--- config.mk ---
export PLATFORM = sky130hd
export DESIGN_NAME = conv_result_streamer
export DESIGN_NICKNAME = d
export VERILOG_FILES = /design/src/rtl/conv_result_streamer.sv
export SDC_FILE = /design/constraint.sdc
export NUM_CORES = 1
export LEC_CHECK = 0
export CAP_MARGIN = 20
export CORE_ASPECT_RATIO = 1.5
export CORE_MARGIN = 1
export CORE_UTILIZATION = 58
export DETAILED_ROUTE_END_ITERATION = 7
export MAX_ROUTING_LAYER = met4
export PLACE_DENSITY = 0.85
export SYNTH_ARGS = -nofsm -noshare
export SYNTH_HDL_FRONTEND = slang
export SYNTH_SLANG_ARGS = --single-unit
export TNS_END_PERCENT = 1
--- constraint.sdc ---
create_clock -name clk -period 6.6 [get_ports clk]
set_input_delay 1.32 -clock clk [delete_from_list [all_inputs] [get_ports clk]]
set_output_delay 1.32 -clock clk [all_outputs]
set_load 0.005 [all_outputs]
--- src/rtl/conv_result_streamer.sv ---
// Streams len results out of the convolution core's Z memory as a valid/ready/last stream.
// A 2-entry prefetch FIFO hides the 1-cycle synchronous read latency of the memory.
module conv_result_streamer #(
    parameter int DATA_WIDTH = 16,
    parameter int ADDR_WIDTH = 6
) (
    input  logic                  clk,
    input  logic                  rst,
    input  logic                  start_i,
    input  logic [ADDR_WIDTH:0]   length_i,
    output logic [ADDR_WIDTH-1:0] memZaddr_o,
    input  logic [DATA_WIDTH-1:0] memZdata_i,
    output logic [DATA_WIDTH-1:0] data_o,
    output logic                  valid_o,
    input  logic                  ready_i,
    output logic                  last_o,
    output logic                  busy_o,
    output logic                  done_o
);

    typedef enum logic [1:0] {IDLE, RUN, DONE} state_t;
    typedef logic [ADDR_WIDTH:0] cnt_t;

    localparam cnt_t MAX_LEN = {1'b1, {ADDR_WIDTH{1'b0}}};
    localparam cnt_t ONE     = cnt_t'(1);

    state_t                state_q, state_d;
    cnt_t                  len_q, issued_q, sent_q;
    logic                  inflight_q;
    logic                  wr_ptr_q, rd_ptr_q;
    logic [1:0]            count_q;
    logic [DATA_WIDTH-1:0] fifo_q [2];

    logic       pop, push, issue, last_xfer;
    logic [2:0] pending;
    cnt_t       len_clamped;

    assign len_clamped = (length_i > MAX_LEN) ? MAX_LEN : length_i;
    assign pop         = valid_o && ready_i;
    assign push        = inflight_q;
    assign last_xfer   = pop && (sent_q == len_q - ONE);
    assign pending     = 3'(count_q) + 3'(inflight_q);
    // A pop this cycle frees a slot in time for the read issued now, keeping one result per cycle.
    assign issue       = (state_q == RUN) && (issued_q < len_q) && (pending < 3'd2 + 3'(pop));

    // NOTE: sequential state is updated with non-blocking assignments so every register samples pre-edge values.
    always_ff @(posedge clk) begin
        if (rst) state_q <= IDLE;
        else     state_q <= state_d;
    end

    // NOTE: every combinational output gets a default first so no path leaves it unassigned (no latch).
    always_comb begin
        state_d = state_q;
        case (state_q)
            IDLE:    if (start_i) state_d = RUN;
            RUN:     if (len_q == '0 || last_xfer) state_d = DONE;
            DONE:    state_d = IDLE;
            default: state_d = IDLE;
        endcase
    end

    always_comb begin
        busy_o  = (state_q == RUN);
        done_o  = (state_q == DONE);
        valid_o = (count_q != 2'd0);
        data_o  = valid_o ? fifo_q[rd_ptr_q] : '0;
        last_o  = valid_o && (sent_q == len_q - ONE);
    end

    always_ff @(posedge clk) begin
        if (rst) begin
            len_q      <= '0;
            issued_q   <= '0;
            sent_q     <= '0;
            memZaddr_o <= '0;
            inflight_q <= 1'b0;
            wr_ptr_q   <= 1'b0;
            rd_ptr_q   <= 1'b0;
            count_q    <= 2'd0;
        end else if (state_q == IDLE) begin
            if (start_i) begin
                len_q      <= len_clamped;
                issued_q   <= '0;
                sent_q     <= '0;
                memZaddr_o <= '0;
                inflight_q <= 1'b0;
                wr_ptr_q   <= 1'b0;
                rd_ptr_q   <= 1'b0;
                count_q    <= 2'd0;
            end
        end else begin
            inflight_q <= issue;
            if (issue) begin
                issued_q <= issued_q + ONE;
                // Hold on the final address instead of wrapping past it.
                if (issued_q + ONE < len_q) memZaddr_o <= memZaddr_o + 1'b1;
            end
            if (pop) begin
                sent_q   <= sent_q + ONE;
                rd_ptr_q <= ~rd_ptr_q;
            end
            if (push) wr_ptr_q <= ~wr_ptr_q;
            count_q <= count_q + 2'(push) - 2'(pop);
        end
    end

    // NOTE: storage is not reset; occupancy gates valid_o and data_o, so stale entries are never visible.
    always_ff @(posedge clk) begin
        if (push) fifo_q[wr_ptr_q] <= memZdata_i;
    end

endmodule

==> results.md <==
* R2R depth at 10
* Post-layout min period at between 3000 and 4000 ps
* Core Box Area at 0.00553 mm^2
* CP Data Required Time at approximately 5300 ps
* DP Wirelength at 5070 um
* Switching share of total power at roughly 23%
* Final net count at 437
* Cell Int Power at 0.773 mW
* CP Data Arrival Time at 2400 ps
* Die width at 64.1 um
* CTS Buf Count at 9
* Reg-to-reg critical path startpoint: issued_q[1]$_SDFFE_PP0P_
* Register Area at approximately 0.0017 mm^2
* Cell Area, Placed at 0.00394 mm^2
* Post-synthesis sequential area ratio at 49.5%
* Area taken by multi-input logic gates at 0.00161 mm^2
* Quantity of I/O buffers inserted on ports at 52
* Yosys reg bits at 67
* Post-route DRC at 0
* First-pass GRT wire length at 11,800 um
* Area of the die at 0.00610 mm^2
* Antenna Cells at 0
* Status: complete, no violations
* Syn_area_per_cell at 10.0 um^2
* Post-synthesis net count at 382
* Total negative slack at 0 ps
* Antenna-violating nets left at 0
* Row Count at 33
* Postcts setup bufs at 0
* Fraction of registers with async set/reset at 0%
* Share of layout cells above drive strength 1 at 6.60%
* Largest net degree at the start of global routing at 36
* Synth cell types at 41
* CTS tree: done
* Final hold vios at 0
* Area grow syn2layout at 25.5%
* Mapped Cells at 334
* Clk_skew at 8.89 ps
* Filler instances at 390
* Clock Latency Late Sink at roughly 360 ps
* DR vias/cell at 5.65
* Crit Path Max Fanout at 6
* Switching pwr at 0.231 mW
* PwrDens at 238 mW/mm^2
* Via Count at 2,621
* H-tree depth at 3
* Final period util at 56.4%
* Total GRT Usage at approximately a quarter
* Grt total ovfl at 0
* Initial antenna violation count at 0
* Initial Utilization at slightly above 60%
* Total power at 1.00 mW
* CTS resizes at 0
* Total Wirelength at around 7000 um
* EDFF count, synth at 32
* Most frequent cells in the layout: 53 x nor2_1, 52 x clkdlybuf4s50_1, 35 x dfxtp_1, 32 x edfxtp_1, 24 x a21oi_1
* Slew HR at 39.3%
* Cts hold-fix bufs at 0
* R2R setup slack at 3950 ps
* Cell area after synthesis at 0.00335 mm^2
* RePlAce Congestion at 0.957
* RSZ-0062 raised after global routing: false
* Vias in the first global route at 2,615
* Crit. End Element: output pin
* Cell area after layout at 0.00421 mm^2
* Die height at about 95 um
* Prevailing post-synth register cell: dfxtp_1
* Clk root buf: clkbuf_8
* Max-cap violations at 0
* Longest Clk Path Bufs at 2
* Most common cell after layout, fill and taps aside: nor2_1
* Share of power burned in registers at 45.3%
* Leak at 1.51 nW
* Comb power frac at a little over a tenth
* Max VDD drop at 0.176 mV
* Average wire per standard cell at 15.5 um
* FF-to-FF End: memZaddr_o[5]$_SDFFE_PP0P_
* CP Capture Point: last_o
* Clock-pin slew on the worst setup and hold paths at ~70 ps
* I/O pin count at 53
* Critical Path Start: len_q[0]$_SDFFE_PP0P_
* Pre-antenna DRT Iters at 4
* DRT iter0 DRCs at 129
* Yosys warning total at 0
* WHS at 494 ps
* Fmax achieved at 0.269 GHz
* Final number of max-transition violations at 0
* Clk network pwr share at 44.2%
* CP Class: register to output pin
* CP Launch Type: register
* Type of the worst min-delay path: register to register
* Clock sink count at 67
* Tightest Pin Transition at 909 ps
* Final setup vio count at 0
[logic make-up (layout without fill, tap and decap cells)]
| group | after synthesis | after routing | synth area share, % |
|---|---|---|---|
| compound gates | 53 | 53 | 9.92 |
| xor+xnor | 17 | 17 | 4.44 |
| fa+ha+maj | 21 | 21 | 7.83 |
| buf+inv | 23 | 83 | 2.57 |
| flops | 67 | 67 | 49.5 |
| mux | 19 | 19 | 5.74 |
| simple gates | 134 | 134 | 20.0 |
[worst min path at each step]
stage               slack, ps                  startpoint  depth (start not counted)                          to
finish                    490  memZaddr_o[5]$_SDFFE_PP0P_                          2  memZaddr_o[5]$_SDFFE_PP0P_
global route              550  memZaddr_o[5]$_SDFFE_PP0P_                          2  memZaddr_o[5]$_SDFFE_PP0P_
CTS                       500       len_q[6]$_SDFFE_PP0P_                          2       len_q[6]$_SDFFE_PP0P_
detailed placement        490       len_q[6]$_SDFFE_PP0P_                          2       len_q[6]$_SDFFE_PP0P_
global placement          470       len_q[6]$_SDFFE_PP0P_                          2       len_q[6]$_SDFFE_PP0P_
floorplan                 460       len_q[6]$_SDFFE_PP0P_                          2       len_q[6]$_SDFFE_PP0P_
[cells in the mapped netlist, types with 2 or more instances]
| cell type | count | area [um^2] |
|---|---|---|
| a21oi_1 | 24 | 120 |
| nand3b_1 | 2 | 15.0 |
| and2_1 | 3 | 18.8 |
| dfxtp_1 | 35 | 701 |
| nand2_1 | 15 | 56.3 |
| nand4_1 | 4 | 25.0 |
| nor2_1 | 53 | 199 |
| ha_1 | 21 | 263 |
| mux2_2 | 2 | 22.5 |
| o21ai_1 | 4 | 20.0 |
| nor2b_1 | 3 | 18.8 |
| o21ai_0 | 9 | 45.0 |
| nor3b_1 | 10 | 75.1 |
| a211oi_1 | 2 | 15.0 |
| or2_2 | 2 | 12.5 |
| clkbuf_1 | 11 | 41.3 |
| nand2b_1 | 8 | 50.1 |
| inv_1 | 12 | 45.0 |
| xnor2_1 | 14 | 123 |
| nor3_1 | 5 | 25.0 |
| or3_1 | 6 | 37.5 |
| xor2_1 | 3 | 26.3 |
| nand3_1 | 18 | 90.1 |
| and3_1 | 2 | 12.5 |
| a21o_1 | 3 | 22.5 |
| edfxtp_1 | 32 | 961 |
| mux2i_1 | 17 | 170 |
[state kept, by name (all words and copies together) (netlist names), named ones only]
name        count
sent_q          7
count_q         2
inflight_q      1
issued_q        7
memZaddr_o      6
state_q         2
fifo_q         32
rd_ptr_q        1
wr_ptr_q        1
len_q           7
[cell type report]
type                    count  area share (%)
inverters                  12            1.07
clock buffers              10            3.54
repair buffers             55            12.9
well taps                  70            2.08
multi-input cells         244            38.2
flip-flops and latches     67            39.5
clock inverters             6            2.76
[per-stage QoR]
stage | util, % | setup slack (ps) | cells
after floorplan | - | 3890 | 334
final | 76.1 | 2880 | 464
after global routing | 76.1 | 2680 | 464
after global placement | 71.1 | 3320 | 447
after detailed placement | 71.1 | 3280 | 447
after CTS | 75.9 | 2880 | 463
[metal layers]
metal	global-route usage [%]	vias to the layer above	wire (um)
met2	48.0	78	3960
met5	-	-	0
li1	-	1295	-
met3	7.18	18	350
met1	25.4	1230	2690
met4	14.3	0	195
[power groups by stage]
| stage | Clock, mW | Sequential [mW] | Combinational (mW) |
|---|---|---|---|
| final | 0.443 | 0.454 | 0.106 |
| after CTS | 0.447 | 0.454 | 0.106 |
| after detailed placement | 0 | 0.464 | 0.104 |
| after floorplan | 0 | 0.461 | 0.0645 |
| after global routing | 0.464 | 0.456 | 0.116 |
| after global placement | 0 | 0.463 | 0.101 |
[worst max-delay path: stages, from the launching register on]
cell             delay [ps]
dfxtp_1                 420
inv_1                   110
ha_1                    270
nor2_1                  110
nor2_1                   40
a221oi_1                290
a41oi_1                 100
nor3_1                  170
clkdlybuf4s50_1         540
Power figures use the tool's default switching activity.
